## src/rtl/kpyd_scan_driver.sv

```systemverilog
// Keypad matrix scanner: strobes columns, samples synchronized rows, debounces whole sweeps
// and emits one key code per press over valid/ready. Optional auto-repeat: KPYD_SCAN_REPEAT_EN.
module kpyd_scan_driver #(
  parameter int unsigned cols_p     = 4,
  parameter int unsigned rows_p     = 4,
  parameter int unsigned settle_p   = 4,
  parameter int unsigned debounce_p = 3,
  parameter int unsigned repeat_p   = 8
) (
  input  logic                              clk_i,
  input  logic                              reset_i,
  input  logic [rows_p-1:0]                 row_i,
  output logic [cols_p-1:0]                 col_o,
  output logic [$clog2(rows_p*cols_p)-1:0]  key_o,
  output logic                              v_o,
  input  logic                              ready_i,
  output logic                              pressed_o
);

  localparam int unsigned keys_lp    = rows_p * cols_p;
  localparam int unsigned key_w_lp   = $clog2(keys_lp);
  localparam int unsigned col_w_lp   = $clog2(cols_p);
  localparam int unsigned dwell_w_lp = $clog2(settle_p);
  localparam int unsigned cnt_w_lp   = $clog2(debounce_p + 1);

  localparam logic [col_w_lp-1:0]   col_last_lp   = col_w_lp'(cols_p - 1);
  localparam logic [dwell_w_lp-1:0] dwell_last_lp = dwell_w_lp'(settle_p - 1);
  localparam logic [cnt_w_lp-1:0]   cnt_max_lp    = cnt_w_lp'(debounce_p);

  if (cols_p < 2 || rows_p < 2 || settle_p < 2 || debounce_p < 1 || repeat_p < 1) begin : g_param_check
    $error("kpyd_scan_driver: parameter out of range");
  end

  typedef enum logic [1:0] {idle_s, press_s, hold_s} state_e;

  logic [rows_p-1:0]     row_s1_q, row_s1_d, row_s2_q, row_s2_d;
  logic [col_w_lp-1:0]   col_q, col_d;
  logic [dwell_w_lp-1:0] dwell_q, dwell_d;
  logic [keys_lp-1:0]    snap_q, snap_d;
  logic                  prev_hit_q, prev_hit_d;
  logic [key_w_lp-1:0]   prev_key_q, prev_key_d;
  logic [cnt_w_lp-1:0]   cnt_q, cnt_d;
  state_e                state_q, state_d;
  logic [key_w_lp-1:0]   key_q, key_d;
  logic                  v_q, v_d;
  logic                  pressed_q, pressed_d;

`ifdef KPYD_SCAN_REPEAT_EN
  localparam int unsigned rpt_w_lp = $clog2(repeat_p + 1);
  localparam logic [rpt_w_lp-1:0] rpt_last_lp = rpt_w_lp'(repeat_p - 1);
  logic [rpt_w_lp-1:0] rpt_q, rpt_d;
`endif

  logic                dwell_last;
  logic                sweep_done;
  logic [keys_lp-1:0]  sweep_bits;
  logic                res_hit;
  logic [key_w_lp-1:0] res_key;
  logic                key_evt;
  logic                none_evt;

  // Scan timing, snapshot and lowest-code resolution
  always_comb begin
    row_s1_d   = row_i;
    row_s2_d   = row_s1_q;
    dwell_last = (dwell_q == dwell_last_lp);
    sweep_done = dwell_last && (col_q == col_last_lp);
    dwell_d    = dwell_last ? '0 : dwell_q + 1'b1;
    col_d      = col_q;
    if (dwell_last) begin
      col_d = (col_q == col_last_lp) ? '0 : col_q + 1'b1;
    end
    // The current column's rows are merged here so the wrap cycle sees a complete sweep.
    sweep_bits = snap_q;
    for (int unsigned c = 0; c < cols_p; c++) begin
      if (c == 32'(col_q)) begin
        sweep_bits[c*rows_p +: rows_p] = ~row_s2_q;
      end
    end
    snap_d = dwell_last ? sweep_bits : snap_q;

    res_hit = 1'b0;
    res_key = '0;
    for (int unsigned k = 0; k < keys_lp; k++) begin
      if (sweep_bits[k] && !res_hit) begin
        res_hit = 1'b1;
        res_key = key_w_lp'(k);
      end
    end
  end

  // Sweep-to-sweep debounce
  always_comb begin
    prev_hit_d = prev_hit_q;
    prev_key_d = prev_key_q;
    cnt_d      = cnt_q;
    if (sweep_done) begin
      prev_hit_d = res_hit;
      prev_key_d = res_key;
      if ({res_hit, res_key} == {prev_hit_q, prev_key_q}) begin
        cnt_d = (cnt_q == cnt_max_lp) ? cnt_q : cnt_q + 1'b1;
      end else begin
        cnt_d = cnt_w_lp'(1);
      end
    end
    key_evt  = sweep_done && (cnt_d == cnt_max_lp) && res_hit;
    none_evt = sweep_done && (cnt_d == cnt_max_lp) && !res_hit;
  end

  always_comb begin
    state_d   = state_q;
    key_d     = key_q;
    v_d       = v_q;
    pressed_d = pressed_q;
`ifdef KPYD_SCAN_REPEAT_EN
    rpt_d     = (state_q == hold_s) ? rpt_q : '0;
`endif
    case (state_q)
      idle_s: begin
        if (key_evt) begin
          state_d   = press_s;
          key_d     = res_key;
          v_d       = 1'b1;
          pressed_d = 1'b1;
        end
      end
      press_s: begin
        if (none_evt) begin
          pressed_d = 1'b0;
        end
        // A release debounced before the handshake skips hold_s.
        if (v_q && ready_i) begin
          v_d     = 1'b0;
          state_d = pressed_d ? hold_s : idle_s;
        end
      end
      hold_s: begin
        if (none_evt) begin
          pressed_d = 1'b0;
          state_d   = idle_s;
        end
`ifdef KPYD_SCAN_REPEAT_EN
        else if (sweep_done) begin
          if (res_hit && (res_key == key_q)) begin
            if (rpt_q == rpt_last_lp) begin
              rpt_d   = '0;
              state_d = press_s;
              v_d     = 1'b1;
            end else begin
              rpt_d = rpt_q + 1'b1;
            end
          end else begin
            rpt_d = '0;
          end
        end
`endif
      end
      default: state_d = idle_s;
    endcase
  end

  always_ff @(posedge clk_i) begin
    if (reset_i) begin
      row_s1_q   <= '1;
      row_s2_q   <= '1;
      col_q      <= '0;
      dwell_q    <= '0;
      snap_q     <= '0;
      prev_hit_q <= 1'b0;
      prev_key_q <= '0;
      cnt_q      <= '0;
      state_q    <= idle_s;
      key_q      <= '0;
      v_q        <= 1'b0;
      pressed_q  <= 1'b0;
`ifdef KPYD_SCAN_REPEAT_EN
      rpt_q      <= '0;
`endif
    end else begin
      row_s1_q   <= row_s1_d;
      row_s2_q   <= row_s2_d;
      col_q      <= col_d;
      dwell_q    <= dwell_d;
      snap_q     <= snap_d;
      prev_hit_q <= prev_hit_d;
      prev_key_q <= prev_key_d;
      cnt_q      <= cnt_d;
      state_q    <= state_d;
      key_q      <= key_d;
      v_q        <= v_d;
      pressed_q  <= pressed_d;
`ifdef KPYD_SCAN_REPEAT_EN
      rpt_q      <= rpt_d;
`endif
    end
  end

  assign col_o     = ~(cols_p'(1) << col_q);
  assign key_o     = key_q;
  assign v_o       = v_q;
  assign pressed_o = pressed_q;

endmodule

```

## config.mk

```make
export PLATFORM = sky130hd
export DESIGN_NAME = kpyd_scan_driver
export DESIGN_NICKNAME = d
export VERILOG_FILES = /design/src/rtl/kpyd_scan_driver.sv
export SDC_FILE = /design/constraint.sdc
export NUM_CORES = 1
export LEC_CHECK = 0
export BUFFER_PORTS_ARGS = -buffer_cell sky130_fd_sc_hd__buf_2
export CORE_MARGIN = 3
export CORE_UTILIZATION = 64
export CTS_BUF_LIST = sky130_fd_sc_hd__clkbuf_8 sky130_fd_sc_hd__clkbuf_16
export CTS_CLUSTER_DIAMETER = 40
export DETAILED_ROUTE_END_ITERATION = 10
export GPL_TIMING_DRIVEN = 1
export MAX_ROUTING_LAYER = met4
export PLACE_DENSITY = 0.84
export SLEW_MARGIN = 10
export SYNTH_ARGS = -nofsm -noshare
export SYNTH_HDL_FRONTEND = slang
export SYNTH_SLANG_ARGS = --single-unit
```

## constraint.sdc

```tcl
create_clock -name clk_i -period 6.2 [get_ports clk_i]
set_input_delay 0.62 -clock clk_i [delete_from_list [all_inputs] [get_ports clk_i]]
set_output_delay 0.62 -clock clk_i [all_outputs]
set_load 0.05 [all_outputs]
```

==> summary.md <==
| Metric | Value |
|---|---|
| Placed Cells | 312 |
| Post-route ant nets | 0 |
| Worst-path fanout max | 8 |
| Vias in the first global route | 1687 |
| EDFF count, synth | 0 |
| Initial antenna violation count | 0 |
| Initial Utilization | 0.677 |
| Clk Latency, worst-skew pair | 0.30 ns |
| Crit path max-delay cell type | or3_4 |
| Final setup vio count | 0 |
| RSZ-0062 raised after global routing | no |
| Commonest cells after routing, fill and taps aside | dfxtp_1, nor2_1, a211oi_1 |
| Non-Filler Instances | 320 |
| Gate count of the mapped netlist | 266 |
| Pwr dens | 245 nW/µm² |
| Max-slew violations | 0 |
| Root Buffer Master | clkbuf_8 |
| Cell area after synthesis | 2290 µm² |
| Total Power | a little over 600 µW |
| Crit share post-route | 0.492 |
| Fmax | 328 MHz |
| Layout area overhead | 7.52% |
| Sw Ratio | 0.261 |
| Crit path largest cell delay | 0.42 ns |
| Synth Register Bits | 43 |
| Drt first pass iters | 4 |
| Min-delay worst type | reg2reg |
| Worst EP required | 6.43 ns |
| Max IR drop VDD | 0.222 mV |
| Largest net degree at the start of global routing | 41 |
| Synth unique cells | 53 |
| Synth Flop Type | dfxtp_1 |
| Total wire length | 4670 µm |
| Worst path arrival time | 3.28 ns |
| Hold-fix buffers at CTS | 0 |
| Crit start category | flip-flop |
| Wire per inst | around 15 µm |
| Die H | 65.9 µm |
| Outcome | finished, final reports clean |
| CTS sink cnt | 43 |
| Post-CTS setup buffers | 0 |
| Vias | slightly below 2000 |
| Final Instance Area | 2470 µm² |
| Gr usage total | 0.247 |
| TritonCTS buffer count | 5 |
| Cell family with most CP delay | compound AO/OA/AOI/OAI gates |
| Sequential element share of the synthesized area | 0.375 |
| GP Congestion | 0.966 |
| Synthesis Warnings | 0 |
| Core Rows | 21 |
| Post_cts resized | 0 |
| DP HPWL | 3340 µm |
| Slew headroom | 0.557 |
| Post-synth ARST share | 0 |
| Worst Tran Pin Value | between 0.6 and 0.7 ns |
| GRT overflow | 0 |
| Max_cap viols | 0 |
| CP bufs+invs | 1 |
| Ports | 17 |
| Buffers on Ports | 16 |
| Sum Neg Setup Slack | 0 ns |
| Comb pwr share | 0.133 |
| Most common cell after layout, fill and taps aside | dfxtp_1 |
| Fin crit period | 3.05 ns |
| Synthesized net count | 282 |
| Crit path top cell by count | or3_4 |
| Mean post-synth cell area | 8.63 µm² |
| Final hold violation count | 0 |
| Die area | 4340 µm² |
| Psw | 157 µW |
| Final nets | 289 |
| Internal power | 446 µW |
| Worst setup EP type | flip-flop |
| Clk_skew | 0.00564 ns |
| Longest Clk Path Bufs | 2 |
| Clk slew on worst S/H paths | approximately 0.090 ns |
| CTS tree | done |
| Lkg Pwr | a little over 0.9 nW |
| DP Area | between 2000 and 2500 µm² |
| Crit-path cells | inv_1, ha_1, or3_4, a22o_4, nor4b_2, o31ai_1, a32o_2, or3_4, a221o_1, o21ai_1 |
| Share of layout cells above drive strength 1 | 0.168 |
| DRT iter0 DRCs | 112 |
| Antenna cells | 0 |
| Clk pwr share | 0.386 |
| Critical path class | reg2reg |
| H-tree Lvls | 2 |
| First-pass GRT wire length | between 7000 and 8000 µm |
| Remaining DRCs | 0 |
| Core ar. | about 3400 µm² |
| Chip width | 65.9 µm |
| Sequential Power Share | 0.481 |
| Vias per std cell | 6.00 |
-- path summary, 6_finish.rpt --
| check | from | end | slack, ns | cells after the start |
|---|---|---|---|---|
| max | col_q[0] | state_q[1] | 3.15 | 10 |
| min | row_s1_q[3] | row_s2_q[3] | 0.42 | 1 |
| max reg2reg | col_q[0] | state_q[1] | 3.15 | 10 |
| min reg2reg | row_s1_q[3] | row_s2_q[3] | 0.42 | 1 |
-- worst reg2reg max path: stages, from the launching register on --
cell	delay, ns
dfxtp_1	0.41
inv_1	0.09
ha_1	0.30
or3_4	0.37
a22o_4	0.30
nor4b_2	0.27
o31ai_1	0.10
a32o_2	0.29
or3_4	0.42
a221o_1	0.35
o21ai_1	0.08
-- cells in the mapped netlist (2+ instances only) --
cell type / instances / share of area
nor3b_1: 3 / 0.0098
or3_1: 3 / 0.0082
mux2i_1: 6 / 0.026
and2_1: 5 / 0.014
clkbuf_1: 10 / 0.016
o21ai_0: 5 / 0.011
a2bb2oi_1: 2 / 0.0076
nand3_1: 4 / 0.0087
nor3_1: 10 / 0.022
dfxtp_1: 43 / 0.38
o31ai_1: 3 / 0.0098
nand3b_1: 2 / 0.0065
and3_1: 2 / 0.0055
nor2b_1: 3 / 0.0082
a211oi_1: 22 / 0.072
nand2b_1: 2 / 0.0055
and3_4: 2 / 0.0098
or3_4: 3 / 0.015
buf_6: 3 / 0.015
o21a_1: 2 / 0.0065
nand4_1: 2 / 0.0055
o211ai_1: 5 / 0.016
nor2_1: 38 / 0.062
ha_1: 9 / 0.049
inv_1: 16 / 0.026
or2_2: 9 / 0.025
buf_2: 3 / 0.0065
nand2_1: 13 / 0.021
a21oi_1: 12 / 0.026
-- cell families after synthesis --
kind of cell / count (synthesis) / synth area share
AO/OA/AOI/OAI: 69 / 0.229
XOR/XNOR: 1 / 0.00382
adder cells (fa/ha/maj): 9 / 0.0491
buffers and inverters: 32 / 0.0638
flip-flops: 43 / 0.375
multiplexers: 6 / 0.0262
AND/OR/NAND/NOR: 106 / 0.253
-- registers in the layout, summed over array words and instances, names as in the netlist --
signal,cells
cnt_q,2
row_s2_q,4
prev_key_q,4
col_q,2
v_o,1
key_o,4
dwell_q,2
pressed_o,1
state_q,2
snap_q,16
prev_hit_q,1
row_s1_q,4
-- through the flow --
stage	worst slack (ns)	hold slack, ns	util
3_5_place_dp	3.18	0.393	0.692
2_1_floorplan	3.40	0.389	-
4_1_cts	3.16	0.414	0.728
6_report	3.15	0.415	0.728
3_3_place_gp	3.24	0.393	0.692
5_1_grt	2.96	0.434	0.728
-- power groups by stage --
stage | clock [mW] | sequential, mW | combinational (mW)
2_1_floorplan | 0 | 0.295 | 0.0664
3_3_place_gp | 0 | 0.297 | 0.0775
3_5_place_dp | 0 | 0.297 | 0.0797
4_1_cts | 0.233 | 0.290 | 0.0802
5_1_grt | 0.249 | 0.292 | 0.0897
6_report | 0.233 | 0.290 | 0.0803
-- area by class of cell --
cell class              instances  area [µm²]
inverters                      16        60.1
clock buffers                   6        82.6
clock inverters                 2        38.8
flip-flops and latches         43         861
multi-input cells             191        1290
fillers                       275         922
repair buffers                 16        80.1
well taps                      46        57.6
-- per-layer routing --
metal,track usage,vias to the layer above,wire length (µm)
met5,-,-,0
li1,-,967,-
met3,0.0578,6,266
met1,0.321,895,2150
met4,0.0829,0,53
met2,0.378,53,2200
No activity file was read; power rests on OpenSTA's default activity.
